**config.mk**
```make
export PLATFORM = sky130hd
export DESIGN_NAME = mdv_ctrl
export DESIGN_NICKNAME = d
export VERILOG_FILES = /design/src/rtl/mdv_pkg.sv /design/src/rtl/mdv_rx_fifo.sv /design/src/rtl/mdv_ctrl.sv
export SDC_FILE = /design/constraint.sdc
export NUM_CORES = 1
export LEC_CHECK = 0
export ABC_CLOCK_PERIOD_IN_PS = 3120
export BUFFER_PORTS_ARGS = -buffer_cell sky130_fd_sc_hd__buf_4
export CORE_UTILIZATION = 49
export CTS_CLUSTER_SIZE = 25
export DETAILED_ROUTE_END_ITERATION = 8
export GPL_TIMING_DRIVEN = 0
export PLACE_DENSITY = 0.85
export SYNTH_ARGS = -nofsm -noshare
export SYNTH_HDL_FRONTEND = slang
export SYNTH_HIERARCHICAL = 1
export SYNTH_SLANG_ARGS = --single-unit
```
**constraint.sdc**
```tcl
create_clock -name clk -period 3.12 [get_ports clk]
set_input_delay 0.312 -clock clk [delete_from_list [all_inputs] [get_ports clk]]
set_output_delay 0.312 -clock clk [all_outputs]
set_load 0.02 [all_outputs]
```
**src/rtl/mdv_pkg.sv**
```systemverilog
// Shared constants for the microdrive CPU-side controller: control/status bit positions
// and receive FIFO depth.
package mdv_pkg;

    localparam int CTRL_SEL_DI = 0;
    localparam int CTRL_SEL_CK = 1;
    localparam int CTRL_WR_EN  = 2;
    localparam int CTRL_ERASE  = 3;

    localparam int ST_GAP   = 0;
    localparam int ST_RXRDY = 1;
    localparam int ST_FULL  = 2;
    localparam int ST_OVR   = 3;
    localparam int ST_IRQ   = 4;

    localparam int unsigned RX_FIFO_DEPTH = 2;

    typedef logic [7:0] mdv_byte_t;

    function automatic mdv_byte_t pack_status(
        input logic gap,
        input logic rxrdy,
        input logic full,
        input logic ovr,
        input logic irq
    );
        mdv_byte_t s;
        s           = '0;
        s[ST_GAP]   = gap;
        s[ST_RXRDY] = rxrdy;
        s[ST_FULL]  = full;
        s[ST_OVR]   = ovr;
        s[ST_IRQ]   = irq;
        return s;
    endfunction

endpackage

```
**src/rtl/mdv_rx_fifo.sv**
```systemverilog
// Small byte FIFO for received microdrive data; push, pop and flush with full/empty/count.
// A push into a full FIFO is accepted only when a pop happens in the same clock.
module mdv_rx_fifo
    import mdv_pkg::*;
#(
    parameter int unsigned DEPTH = RX_FIFO_DEPTH
) (
    input  logic                         clk,
    input  logic                         reset_n,
    input  logic                         push,
    input  logic                         pop,
    input  logic                         flush,
    input  logic [7:0]                   wdata,
    output logic [7:0]                   rdata,
    output logic                         full,
    output logic                         empty,
    output logic [$clog2(DEPTH+1)-1:0]   count
);

    localparam int unsigned PW = (DEPTH > 1) ? $clog2(DEPTH) : 1;
    localparam int unsigned CW = $clog2(DEPTH + 1);

    logic [7:0]    mem_q [DEPTH];
    logic [PW-1:0] wr_ptr_q, wr_ptr_d;
    logic [PW-1:0] rd_ptr_q, rd_ptr_d;
    logic [CW-1:0] count_q, count_d;
    logic          do_push, do_pop;

    function automatic logic [PW-1:0] ptr_inc(input logic [PW-1:0] p);
        return (p == PW'(DEPTH - 1)) ? '0 : p + PW'(1);
    endfunction

    assign full  = (count_q == CW'(DEPTH));
    assign empty = (count_q == '0);
    assign count = count_q;
    assign rdata = mem_q[rd_ptr_q];

    always_comb begin
        do_pop   = pop & ~empty;
        do_push  = push & (~full | do_pop);
        wr_ptr_d = wr_ptr_q;
        rd_ptr_d = rd_ptr_q;
        count_d  = count_q;
        if (flush) begin
            wr_ptr_d = '0;
            rd_ptr_d = '0;
            count_d  = '0;
        end else begin
            if (do_push) wr_ptr_d = ptr_inc(wr_ptr_q);
            if (do_pop)  rd_ptr_d = ptr_inc(rd_ptr_q);
            if (do_push && !do_pop)      count_d = count_q + CW'(1);
            else if (do_pop && !do_push) count_d = count_q - CW'(1);
        end
    end

    always_ff @(posedge clk or negedge reset_n) begin
        if (!reset_n) begin
            wr_ptr_q <= '0;
            rd_ptr_q <= '0;
            count_q  <= '0;
            for (int i = 0; i < int'(DEPTH); i++) mem_q[i] <= '0;
        end else begin
            wr_ptr_q <= wr_ptr_d;
            rd_ptr_q <= rd_ptr_d;
            count_q  <= count_d;
            if (do_push && !flush) mem_q[wr_ptr_q] <= wdata;
        end
    end

endmodule

```
**src/rtl/mdv_ctrl.sv**
```systemverilog
// CPU-side microdrive controller: drive-select shift register, per-drive muxing, receive FIFO
// and gap interrupt. Define MDV_CTRL_OVERRUN_EN to implement the sticky overrun status flag.
module mdv_ctrl
    import mdv_pkg::*;
#(
    parameter int unsigned NUM_DRIVES = 2
) (
    input  logic                    clk,
    input  logic                    reset_n,
    input  logic                    ctrl_wr,
    input  logic                    int_clr,
    input  logic                    status_rd,
    input  logic                    data_rd,
    input  logic [7:0]              cpu_din,
    output logic [7:0]              status,
    output logic [7:0]              data,
    output logic                    gap_irq,
    output logic [NUM_DRIVES-1:0]   mdv_sel,
    output logic                    mdv_wr_en,
    output logic                    mdv_erase,
    input  logic [NUM_DRIVES-1:0]   mdv_gap,
    input  logic [NUM_DRIVES-1:0]   mdv_rx_ready,
    input  logic [8*NUM_DRIVES-1:0] mdv_dout
);

    localparam int unsigned CW = $clog2(RX_FIFO_DEPTH + 1);

    logic [3:0]            ctrl_q;
    logic [7:0]            sel_sr_q;
    logic [NUM_DRIVES-1:0] sel_prev_q;
    logic                  rx_prev_q, gap_prev_q, gap_irq_q;
    logic                  sel_found, sel_chg;
    logic                  gap_mux, rx_mux;
    logic [7:0]            dout_mux;
    logic                  cap_ev, gap_ev;
    logic [7:0]            fifo_rdata;
    logic                  fifo_full, fifo_empty;
    logic [CW-1:0]         fifo_count;
    logic                  ovr;
    logic                  unused_bits;

    assign unused_bits = ^{cpu_din[7:4], sel_sr_q[7]};

    always_ff @(posedge clk or negedge reset_n) begin
        if (!reset_n) begin
            ctrl_q   <= '0;
            sel_sr_q <= '0;
        end else if (ctrl_wr) begin
            ctrl_q <= cpu_din[3:0];
            // Shift only on a rising SEL_CK between successive control writes.
            if (!ctrl_q[CTRL_SEL_CK] && cpu_din[CTRL_SEL_CK]) begin
                sel_sr_q <= {sel_sr_q[6:0], cpu_din[CTRL_SEL_DI]};
            end
        end
    end

    assign mdv_wr_en = ctrl_q[CTRL_WR_EN];
    assign mdv_erase = ctrl_q[CTRL_ERASE];

    // Lowest set shift-register bit within range wins; no bit set means no drive.
    always_comb begin
        mdv_sel   = '0;
        sel_found = 1'b0;
        gap_mux   = 1'b1;
        rx_mux    = 1'b0;
        dout_mux  = 8'h00;
        for (int i = 0; i < int'(NUM_DRIVES); i++) begin
            if (sel_sr_q[i] && !sel_found) begin
                sel_found  = 1'b1;
                mdv_sel[i] = 1'b1;
                gap_mux    = mdv_gap[i];
                rx_mux     = mdv_rx_ready[i];
                dout_mux   = mdv_dout[8*i +: 8];
            end
        end
    end

    assign sel_chg = (mdv_sel != sel_prev_q);
    assign cap_ev  = rx_mux & ~rx_prev_q & ~sel_chg;
    assign gap_ev  = gap_mux & ~gap_prev_q & ~sel_chg;

    // gap_prev resets high to match the no-drive gap level, avoiding a spurious interrupt.
    always_ff @(posedge clk or negedge reset_n) begin
        if (!reset_n) begin
            sel_prev_q <= '0;
            rx_prev_q  <= 1'b0;
            gap_prev_q <= 1'b1;
            gap_irq_q  <= 1'b0;
        end else begin
            sel_prev_q <= mdv_sel;
            rx_prev_q  <= rx_mux;
            gap_prev_q <= gap_mux;
            if (gap_ev)       gap_irq_q <= 1'b1;
            else if (int_clr) gap_irq_q <= 1'b0;
        end
    end

    assign gap_irq = gap_irq_q;

    mdv_rx_fifo #(
        .DEPTH (RX_FIFO_DEPTH)
    ) u_rx_fifo (
        .clk     (clk),
        .reset_n (reset_n),
        .push    (cap_ev),
        .pop     (data_rd),
        .flush   (sel_chg),
        .wdata   (dout_mux),
        .rdata   (fifo_rdata),
        .full    (fifo_full),
        .empty   (fifo_empty),
        .count   (fifo_count)
    );

`ifdef MDV_CTRL_OVERRUN_EN
    logic ovr_q;
    logic ovr_set;

    assign ovr_set = cap_ev & fifo_full & ~data_rd;

    always_ff @(posedge clk or negedge reset_n) begin
        if (!reset_n)       ovr_q <= 1'b0;
        else if (ovr_set)   ovr_q <= 1'b1;
        else if (status_rd) ovr_q <= 1'b0;
    end

    assign ovr = ovr_q;
`else
    logic unused_status_rd;
    assign unused_status_rd = status_rd;
    assign ovr              = 1'b0;
`endif

    assign data   = fifo_empty ? 8'h00 : fifo_rdata;
    assign status = pack_status(gap_mux, fifo_count != '0, fifo_full, ovr, gap_irq_q);

endmodule

```
Word-level counts from Yosys, hierarchy flattened
Cells that the tools add are included. Widths: inputs -> output; s select.

Flip-flop bits (word level): 31. Output and inout bits: 21. Input port bits: 34. Word-level logic and storage cells: 78.

Magnitude comparators: 3. Equality and inequality tests: 2. Add/sub/neg operators: 4. Reduce and logical (&&, ||, !) cells: 18. Muxes and demuxes: 26. Bitwise operators: 14.

Operators with widths (count): $mux 8 (7); $bwmux 16 (1); $mux 1 (14); $demux 8 s1 (1); $reduce_bool 2->1 (4); $and 1x1->1 (6); $logic_and 1x1->1 (6); $mux 2 (3); $logic_not 1->1 (5); $not 1->1 (5); $ge 2x2->1 const B (2); $not 1->2 (2); $reduce_bool 3->1 (1); $add 1x1->1 const B (2); $add 2x1->2 const B (1); $eq 2x2->1 const B (1); $logic_not 2->1 (1); $lt 2x1->1 const B (1); $ne 2x2->1 (1); $reduce_and 2->1 (1); $sub 2x1->2 const B (1); $or 1x1->1 (1).

Depth between registers and ports, before layout
Gate-level depths: netlist of the first run.

Depth in word-level cells: 13. Mapped depth: 8. Depth with buffers taken out: 6.

Hierarchy
The synthesis of the first run kept the hierarchy.

Modules (own cells, without submodules): mdv_rx_fifo (times used 1, sequential area each 500.5 um^2, area each 944.7 um^2, cells an instance 68); mdv_ctrl (times used 1, sequential area each 251.5 um^2, area each 604.3 um^2, cells an instance 57).

Least setup slack after synthesis of the first run
No wires, ideal clock.

Path kind: flip-flop to flip-flop. Start point: register sel_sr_q[0]. End point: register u_rx_fifo/mem_q[10] (netlist name). Required time: 2.995 ns. Library setup time: 0.125 ns. Stages on the path, launching flop included: 9. Arrival time: 2.216 ns. Buffers on the path: 2. Path slack: 0.778 ns. Period minus slack after synthesis: 2.342 ns. Cells stage by stage: dfrtp_1 -> nor2b_1 -> buf_4 -> a22oi_1 -> nor3_1 -> inv_1 -> or4_1 -> buf_6 -> mux2_4.

Word-level cells in the longest chain between the ends: 9. Elaborated cells between the ends (all ways): 16. Classes of those cells: 1 x eq/ne; 7 x mux; 4 x bitwise; 4 x reduce/logical.

RTL lines: start: declaration (line mdv_ctrl.sv:29) `logic [7:0] sel_sr_q;`; start signal: assignment (line mdv_ctrl.sv:52) `sel_sr_q <= {sel_sr_q[6:0], cpu_din[CTRL_SEL_DI]};`; $mux 1 (line mdv_ctrl.sv:68) `if (sel_sr_q[i] && !sel_found) begin`; $logic_not 1->1 (line mdv_ctrl.sv:68); $logic_and 1x1->1 (line mdv_ctrl.sv:68); $mux 1 (line mdv_ctrl.sv:68); via mdv_sel[1] (line mdv_ctrl.sv:18) `output logic [NUM_DRIVES-1:0] mdv_sel,`; $ne 2x2->1 (line mdv_ctrl.sv:78) `assign sel_chg = (mdv_sel != sel_prev_q);`; $not 1->1 (line mdv_ctrl.sv:79) `assign cap_ev = rx_mux & ~rx_prev_q & ~sel_chg;`; $and 1x1->1 (line mdv_ctrl.sv:79); via cap_ev (line mdv_ctrl.sv:35) `logic cap_ev, gap_ev;`; $and 1x1->1 (line mdv_rx_fifo.sv:40) `do_push = push & (~full | do_pop);`; $logic_and 1x1->1 (line mdv_rx_fifo.sv:66) `if (do_push && !flush) mem_q[wr_ptr_q] <= wdata;`; end signal: indexed assignment (line mdv_rx_fifo.sv:66); end: declaration (line mdv_rx_fifo.sv:23) `logic [7:0] mem_q [DEPTH];`.

The timed path passes the listed nets, and every way through them passes these cells. A chain may end at the register's enable or synchronous reset.

Worst setup path after layout of the first run
Start point: register sel_sr_q[0]. End point: register u_rx_fifo/mem_q[8] (netlist name).

Word-level cells in the longest chain between the ends: 9. Elaborated cells between the ends (all ways): 16. Classes of those cells: 1 x eq/ne; 7 x mux; 4 x bitwise; 4 x reduce/logical.

RTL lines (line): $mux 1 (mdv_ctrl.sv:68); $logic_not 1->1 (mdv_ctrl.sv:68); $logic_and 1x1->1 (mdv_ctrl.sv:68); $mux 1 (mdv_ctrl.sv:68); $ne 2x2->1 (mdv_ctrl.sv:78); $not 1->1 (mdv_ctrl.sv:79); $and 1x1->1 (*) (mdv_ctrl.sv:79); via cap_ev (mdv_ctrl.sv:35); $and 1x1->1 (*) (mdv_rx_fifo.sv:40); $logic_and 1x1->1 (*) (mdv_rx_fifo.sv:66).

Mark *: on every way through the listed nets, which the timed path passes. The rest lies on a longest branch.

==> results of run 1 <==
metrics by stage:
step,power (uW),hold WS (ns)
final,1171,0.2031
after global routing,1235,0.1966
after CTS,1181,0.1918
after detailed placement,932.7,0.2560
after global placement,907.1,0.2480
after floorplan,801.3,0.01641
synth_stat cells:
master / number
dfrtp_1: 29
mux2_2: 21
nor2b_1: 14
buf_4: 9
a22o_1: 8
mux2_4: 8
nor2_1: 5
inv_1: 3
nand2_1: 3
o21ai_0: 3
a211oi_1: 2
nor3_1: 2
a2111oi_0: 1
a22oi_1: 1
a2bb2oi_1: 1
and3_1: 1
buf_2: 1
buf_6: 1
clkbuf_1: 1
conb_1: 1
dfstp_2: 1
nand2b_1: 1
nand3b_1: 1
nor3_2: 1
nor3b_1: 1
o41ai_2: 1
or2_2: 1
or4_1: 1
xnor2_1: 1
xor2_1: 1
logic make-up (layout without fill, tap and decap cells):
group | count (synthesis) | count (layout) | share of synthesized area, %
xor+xnor | 2 | 2 | 1.131
other cells | 1 | 4 | 0.2421
compound gates | 17 | 17 | 9.128
mux | 29 | 29 | 23.02
simple gates | 31 | 31 | 11.55
buf+inv | 15 | 69 | 6.380
flops | 30 | 30 | 48.55
layer usage:
metal | up-vias | global-route usage [%] | part of all wire [%]
met4 | 0 | 13.61 | 2.6
met5 | - | 0 | 0
met1 | 576 | 25.51 | 41
li1 | 546 | - | -
met3 | 10 | 5.357 | 3.9
met2 | 33 | 36.45 | 52
how the worst max path moves through the flow:
stage / to / slack [ns]
5_1_grt: u_rx_fifo/mem_q[8] / 0.36
4_1_cts: u_rx_fifo/mem_q[8] / 0.53
3_3_place_gp: u_rx_fifo/mem_q[8] / 0.59
6_report: u_rx_fifo/mem_q[8] / 0.52
2_1_floorplan: u_rx_fifo/mem_q[10] / 0.78
3_5_place_dp: u_rx_fifo/mem_q[8] / 0.55
sequential cells by signal (all words and copies together) (netlist names):
signal	count
u_rx_fifo/count	2
rx_prev_q	1
gap_irq	1
sel_sr_q	2
ctrl_q	3
u_rx_fifo/rd_ptr_q	1
gap_prev_q	1
u_rx_fifo/wr_ptr_q	1
sel_prev_q	2
u_rx_fifo/mem_q	16
what timing repair did:
action | in CTS | in global routing
hold buffers | 1 | 0
setup endpoints to repair | 0 | 0
endpoints found under the hold margin | 29 | 0
power by group:
| part | switching (uW) | total [uW] | internal [uW] |
|---|---|---|---|
| Clock | 137 | 246 | 109 |
| Sequential | 49.4 | 518 | 469 |
| Combinational | 173 | 406 | 233 |
| Total | 360 | 1170 | 811 |
tightest hold or removal path: stages:
cell and delay, ns:
buf_4 0.08, a22oi_1 0.06, inv_1 0.06
final cells by class:
cell class                      instances  area, um2
Tap cell                               44      55.05
Multi-Input combinational cell         83      709.4
Inverter                                3      11.26
Clock buffer                            7      55.05
Clock inverter                          1      5.005
Sequential cell                        30      752.0
Timing Repair Buffer                   46      347.8
Buffer                                 12      87.58
Fill cell                             238       1005
==> impl_metrics.ini, run 1 <==
[run_status]
status = complete, no violations

[min_path]
whs_path_depth = 3
holdPathEnd = rx_prev_q
hold_path_class = in -> reg
holdCritStartpoint = mdv_rx_ready[1]

[cts]
cts_tree = done
htreeDepth = 2
clock_latency_ns = 0.34
cts_root_buf = clkbuf_4
clockBufferDepth = 2
clock_sinks = 30
ctsResizeCount = 0
cts_buffers = 5
post_cts_buffers = 0
path_clk_slew_ns = 0.09

[synth]
synth_cells = 125
ys_ff_latch = 30
seq_area_frac_synth_pct = 48.55
synth_top_area_share_pct = 46.85
synth_area_mm2 = 0.001549
synth-warning-count = 6
synth.top_cells.by_area = dfrtp_1 47%, mux2_2 15%, mux2_4 7.8%
synth_cell_types = 30
syn_area_per_cell_um2 = 12.39
synth_area_leader_cell = dfrtp_1

[route]
drc = 0
drt_iter0_drc = 39
wl_per_cell_um = 14.47
vias = 1165
drtAntennaViolNets = 0
routed_wirelength_mm = 3.271
viasPerCell = 5.155
dr.pass1.iters = 4

[die]
fp.dieH_um = 58.23
die_area_mm2 = 0.003390
die_x_um = 58.23
rows = 20
coreArea_mm2 = 0.003028
ios = 55
initial_core_util_pct = 51.16

[layout]
antennaDiodeCount = 0
nets = 215
final_cell_mix = 54 x buf_4, 29 x dfrtp_1, 21 x mux2_2
fin_area_mm2 = 0.002023
utilization_pct = 66.82
area_delta_synth_final_pct = 30.61
instances_no_fill = 226
final_common_cell = buf_4
drive_above_1_share_pct = 52.75

[job]
drv_cap = 0

[timing]
min_period_over_period_pct = 83.36
fin_skew_ns = 0.009583
tns_ns = 0
setup_viol = 0
finalCriticalPeriod_ns = 2.601
drv_slew = 0
setup_slack_ns = 0.5193
hold_viol_final = 0
worst_pin_slew_ns = 0.7616
fmax_ghz = 0.3845
slew_headroom_pct = 49.03
rsz0062_at_grt = no

[worst_setup_path]
crit_path_start = sel_sr_q[0]
critPathRequiredTime_ns = 3.34
critical_path_peak_fanout = 11
crit_family = simple AND/OR/NAND/NOR gates
arrival_ns = 2.82
rrSetupSlack_ns = 0.52
r2r_cells = 8
r2r_end = u_rx_fifo/mem_q[8]
r2r_start = sel_sr_q[0]
cp_num_buf_inv = 3
cp_slowest_cell = or4_1
crit_chain = nor2b_1 -> buf_4 -> a22oi_1 -> nor3_1 -> inv_1 -> or4_1 -> buf_6 -> mux2_4
path_class = reg -> reg
slowest_delay_ns = 0.54
cp.depth = 8
cp-end-kind = flip-flop
startpoint_type = flip-flop

[placed_design]
routabilityCongestion = 0.7636
place_ws_ns = 0.5479
dp_cells = 217
portBuffers = 45
post_dp_cell_area_mm2 = 0.001953
place_hpwl_mm = 2.407

[global_routing]
grt_pass1_wl_mm = 5.292
antenna_found_initial = 0
grt_max_degree = 31
grt_use_total_pct = 21.95
grt_pass1_vias = 1115
grt_remaining_overflow = 0

[power_and_ir_drop]
vdd_drop_max_mv = 0.3282
powerDensity_mw_per_mm2 = 578.8
leakagePower_uw = 0.001025
No activity file was read; power rests on OpenSTA's default activity.
==> inputs of run 2 (changes only) <==
--- a/config.mk
+++ b/config.mk
@@ -5,7 +5,7 @@
 export SDC_FILE = /design/constraint.sdc
 export NUM_CORES = 1
 export LEC_CHECK = 0
-export ABC_CLOCK_PERIOD_IN_PS = 3120
+export ABC_CLOCK_PERIOD_IN_PS = 2400
 export BUFFER_PORTS_ARGS = -buffer_cell sky130_fd_sc_hd__buf_4
 export CORE_UTILIZATION = 49
 export CTS_CLUSTER_SIZE = 25
==> constraint.sdc (replaced) <==
create_clock -name clk -period 2.4 [get_ports clk]
set_input_delay 0.24 -clock clk [delete_from_list [all_inputs] [get_ports clk]]
set_output_delay 0.24 -clock clk [all_outputs]
set_load 0.02 [all_outputs]
==> run 2 against run 1 <==
Against the previous run:
- critical path depth did not move
- combinational power is 36% higher
- clock skew about the same
- register-to-register slack got worse by 0.42 ns
- sequential cell count is the same
- first-iteration DRC count rose by 21%
- worst hold slack got worse by 0.072 ns
- clock power grew 30%
- critical endpoint unchanged
- largest cell class unchanged
==> impl_metrics.ini, run 2 (synthesis results as in run 1) <==
[global_routing]
grt_pass1_vias = 1123
grt_max_degree = 31
grt_remaining_overflow = 0
grt_use_total_pct = 22.05
antenna_found_initial = 0
grt_pass1_wl_mm = 5.313

[worst_setup_path]
crit_chain = nor2b_1 -> buf_4 -> a22oi_1 -> nor3_2 -> inv_2 -> or4_1 -> buf_6 -> mux2_4
path_class = reg -> reg
cp_num_buf_inv = 3
cp_slowest_cell = or4_1
startpoint_type = flip-flop
cp-end-kind = flip-flop
critPathRequiredTime_ns = 2.62
crit_family = simple AND/OR/NAND/NOR gates
slowest_delay_ns = 0.52
arrival_ns = 2.52
rrSetupSlack_ns = 0.10
critical_path_peak_fanout = 9

[power_and_ir_drop]
powerDensity_mw_per_mm2 = 755.5
leakagePower_uw = 0.001037
vdd_drop_max_mv = 0.4295

[timing]
hold_slack_ns = 0.1314
drv_slew = 0
hold_viol_final = 0
worst_pin_slew_ns = 0.7542
fmax_ghz = 0.4353
finalCriticalPeriod_ns = 2.297
fin_skew_ns = 0.009874
setup_viol = 0
setup_slack_ns = 0.1030
min_period_over_period_pct = 95.71
slew_headroom_pct = 49.54

[cts]
path_clk_slew_ns = 0.09
cts_buffers = 5
clock_latency_ns = 0.34
clockBufferDepth = 2
cts_root_buf = clkbuf_4
cts_tree = done
clock_sinks = 30
htreeDepth = 2

[die]
rows = 20
ios = 55
die_area_mm2 = 0.003390
initial_core_util_pct = 51.16
die_x_um = 58.23
fp.dieH_um = 58.23
coreArea_mm2 = 0.003028

[job]
drv_cap = 0

[route]
viasPerCell = 5.110
routed_wirelength_mm = 3.330
vias = 1165
dr.pass1.iters = 4
drc = 0
drt_iter0_drc = 47
drtAntennaViolNets = 0
wl_per_cell_um = 14.61

[layout]
utilization_pct = 67.73
fin_area_mm2 = 0.002051
nets = 217
drive_above_1_share_pct = 55.43
top_regs = u_rx_fifo/mem_q: 16 flops, ctrl_q: 3 flops
final_cell_mix = 56 x buf_4, 28 x dfrtp_1, 21 x mux2_2
final_common_cell = buf_4
num-fill-cells = 233
largest-register = u_rx_fifo/mem_q
antennaDiodeCount = 0
area_delta_synth_final_pct = 32.39
largest_reg_flops = 16

[placed_design]
place_hpwl_mm = 2.407
post_dp_cell_area_mm2 = 0.001953
portBuffers = 45
place_ws_ns = -0.1721
routabilityCongestion = 0.7636

[min_path]
hold_path_class = in -> reg

[run_status]
status = complete, no violations
run 2: cell type report:
cell class | instances | area, um2 | area share [%]
plain buffers | 12 | 87.58 | 4.271
clock buffers | 7 | 55.05 | 2.685
clock inverters | 1 | 5.005 | 0.2441
inverters | 3 | 11.26 | 0.5491
multi-input cells | 83 | 720.7 | 35.14
flip-flops and latches | 30 | 753.2 | 36.73
well taps | 44 | 55.05 | 2.685
repair buffers | 48 | 362.8 | 17.69
run 2: power breakdown:
group | total, uW | internal [uW] | switching (uW)
logic | 552 | 318 | 234
registers | 677 | 611 | 66.6
clock network | 321 | 142 | 179
run 2: through the flow:
step	setup TNS (ns)	std cells	total power [uW]
2_1_floorplan	0	128	1042
3_3_place_gp	-1.288	217	1179
4_1_cts	0	228	1550
3_5_place_dp	-1.816	217	1213
6_report	0	228	1549
5_1_grt	-0.0007832	228	1632
run 2: worst paths after layout:
path | from | endpoint | cells past startpoint
setup reg to reg | sel_sr_q[0] | u_rx_fifo/mem_q[8] | 8
hold reg to reg | sel_sr_q[0] | sel_prev_q[0] | 0
hold / removal | cpu_din[2] | ctrl_q[2] | 2
setup / recovery | sel_sr_q[0] | u_rx_fifo/mem_q[8] | 8
min in group asynchronous | reset_n | u_rx_fifo/wr_ptr_q | 2
max in group asynchronous | reset_n | gap_prev_q | 2
run 2: timing repair:
item | CTS | global route
hold buffers | 1 | 0
setup endpoints to repair | 16 | 8
setup buffers | 2 | 0
resized for setup | 2 | 2
endpoints found under the hold margin | 29 | 0
pin swaps | 1 | 1
run 2: worst reg2reg max path, cell delays in order (launching register included):
cell	delay, ns
dfrtp_2	0.46
nor2b_1	0.15
buf_4	0.13
a22oi_1	0.09
nor3_2	0.26
inv_2	0.08
or4_1	0.52
buf_6	0.18
mux2_4	0.31
run 2: per-layer routing:
| layer | GRT usage (%) | up-vias | wire, um |
|---|---|---|---|
| met5 | 0 | - | 0 |
| met4 | 13.61 | 0 | 89 |
| met3 | 5.357 | 10 | 123 |
| met2 | 37.44 | 31 | 1748 |
| met1 | 24.93 | 576 | 1368 |
| li1 | - | 548 | - |
==> inputs of run 3 (changes only) <==
--- a/config.mk
+++ b/config.mk
@@ -6,12 +6,12 @@
 export NUM_CORES = 1
 export LEC_CHECK = 0
 export ABC_CLOCK_PERIOD_IN_PS = 2400
-export BUFFER_PORTS_ARGS = -buffer_cell sky130_fd_sc_hd__buf_4
-export CORE_UTILIZATION = 49
+export CORE_UTILIZATION = 61
 export CTS_CLUSTER_SIZE = 25
 export DETAILED_ROUTE_END_ITERATION = 8
+export DONT_BUFFER_PORTS = 1
 export GPL_TIMING_DRIVEN = 0
-export PLACE_DENSITY = 0.85
+export PLACE_DENSITY = 0.83
 export SYNTH_ARGS = -nofsm -noshare
 export SYNTH_HDL_FRONTEND = slang
 export SYNTH_HIERARCHICAL = 1
==> run 3 against run 2 <==
Against the previous run:
- clock-buffer cell count rose by 1
- critical path depth unchanged
- clock skew rose by 0.0053 ns
- setup slack lost 0.029 ns
- global-route usage rose by 2.8 points
- first-iteration DRC count shrank 89%
- critical path type unchanged
- largest cell class unchanged
==> impl_metrics.ini, run 3 (synthesis results as in run 1) <==
[layout]
nets = 177
final_cell_mix = 28 x dfrtp_1, 21 x mux2_2, 13 x nor2b_1
fin_area_mm2 = 0.001760
num-fill-cells = 138
largest-register = u_rx_fifo/mem_q
multiInputGateArea_um2 = 737.0
drive_above_1_share_pct = 44.44
largest_reg_flops = 16
antennaDiodeCount = 0
area_delta_synth_final_pct = 13.65
final_common_cell = dfrtp_1
instances_no_fill = 172
top_regs = u_rx_fifo/mem_q: 16 flops, ctrl_q: 3 flops
final-seq-area_um2 = 753.2

[timing]
drv_slew = 0
min_period_over_period_pct = 96.91
worst_pin_slew_ns = 0.6654
fin_skew_ns = 0.01518
fmax_ghz = 0.4300
slew_headroom_pct = 55.48
finalCriticalPeriod_ns = 2.326
setup_viol = 0
hold_viol_final = 0
setup_slack_ns = 0.07420

[route]
vias = 1012
drtAntennaViolNets = 0
routed_wirelength_mm = 2.984
dr.pass1.iters = 4
drt_iter0_drc = 5
viasPerCell = 5.884
wl_per_cell_um = 17.35
drc = 0

[power_and_ir_drop]
powerDensity_mw_per_mm2 = 850.2
leakagePower_uw = 0.0008451
totalPowerFinal_uw = 1497
vdd_drop_max_mv = 0.6998

[die]
initial_core_util_pct = 67.43
die_area_mm2 = 0.002745
fp.dieH_um = 52.39
ios = 55
rows = 17
die_x_um = 52.39
coreArea_mm2 = 0.002297

[min_path]
whs_path_depth = 2
holdCritStartpoint = mdv_rx_ready[1]
holdPathEnd = rx_prev_q
hold_path_class = in -> reg

[worst_setup_path]
cp-end-kind = flip-flop
crit_path_start = sel_sr_q[1]
r2r_start = sel_sr_q[1]
slowest_delay_ns = 0.53
rrSetupSlack_ns = 0.07
critical_path_peak_fanout = 6
cp_slowest_cell = or4_4
arrival_ns = 2.53
crit_chain = nor2b_4 -> buf_8 -> a22oi_2 -> nor3_2 -> inv_2 -> or4_4 -> buf_2 -> mux2_4
r2r_end = u_rx_fifo/mem_q[11]
cp_num_buf_inv = 3
path_class = reg -> reg
critPathRequiredTime_ns = 2.61
r2r_cells = 8
cp.depth = 8
crit_family = simple AND/OR/NAND/NOR gates
startpoint_type = flip-flop

[global_routing]
antenna_found_initial = 0
grt_remaining_overflow = 0
grt_max_degree = 31
grt_pass1_wl_mm = 4.671
grt_use_total_pct = 24.81
grt_pass1_vias = 1032

[placed_design]
dp_cells = 156
portBuffers = 0
place_hpwl_mm = 2.045
place_ws_ns = -0.2337
post_dp_cell_area_mm2 = 0.001595
routabilityCongestion = 0.6595

[run_status]
status = complete, no violations

[cts]
htreeDepth = 2
clock_sinks = 30
clock_latency_ns = 0.32
cts_tree = done
cts_root_buf = clkbuf_4
cts_buffers = 5
clockBufferDepth = 2
path_clk_slew_ns = 0.09

[job]
drv_cap = 0
## run 3: how the worst max path moves through the flow
stage | endpoint | slack [ns]
floorplan | u_rx_fifo/mem_q[10] | 0.06
finish | u_rx_fifo/mem_q[11] | 0.07
CTS | u_rx_fifo/mem_q[13] | 0.02
global route | u_rx_fifo/mem_q[11] | -0.02
global placement | u_rx_fifo/mem_q[15] | -0.21
detailed placement | u_rx_fifo/mem_q[11] | -0.23
## run 3: routing by layer
metal	routed length, um	share of wire, %	track usage [%]	vias up
met5	0	0	0	-
met4	24	0.80	8.772	0
met3	171	5.7	6.377	4
met2	1565	52	42.83	33
met1	1224	41	29.64	506
li1	-	-	-	469
## run 3: cell type report
| type | instances | share of cell area (%) |
|---|---|---|
| clock buffer | 8 | 3.340 |
| multi-input combinational | 83 | 41.86 |
| inverter | 3 | 0.6397 |
| timing repair buffer | 8 | 3.980 |
| buffer | 12 | 5.402 |
| tap | 28 | 1.990 |
| sequential | 30 | 42.79 |
## run 3: power by group
group / internal [uW] / switching [uW] / total [uW]
Sequential: 611 / 77.2 / 688
Clock: 144 / 156 / 300
Combinational: 284 / 225 / 509
## run 3: what timing repair did
action / CTS / global route
endpoints found under the hold margin: 30 / 0
buffers inserted: 3 / 1
cloned: 1 / 1
hold buffers: 2 / 0
resized for setup: 5 / 5
pin swaps: 1 / 1
setup endpoints to repair: 16 / 17
## run 3: metrics by stage
stage          hold WS (ns)  setup TNS (ns)  utilization [%]
2_1_floorplan      -0.05559               0                -
3_3_place_gp       -0.05486          -2.576            69.44
3_5_place_dp       -0.05478          -2.813            69.44
4_1_cts             0.08060               0            75.27
5_1_grt             0.05232        -0.05183            76.63
6_report            0.05266               0            76.63
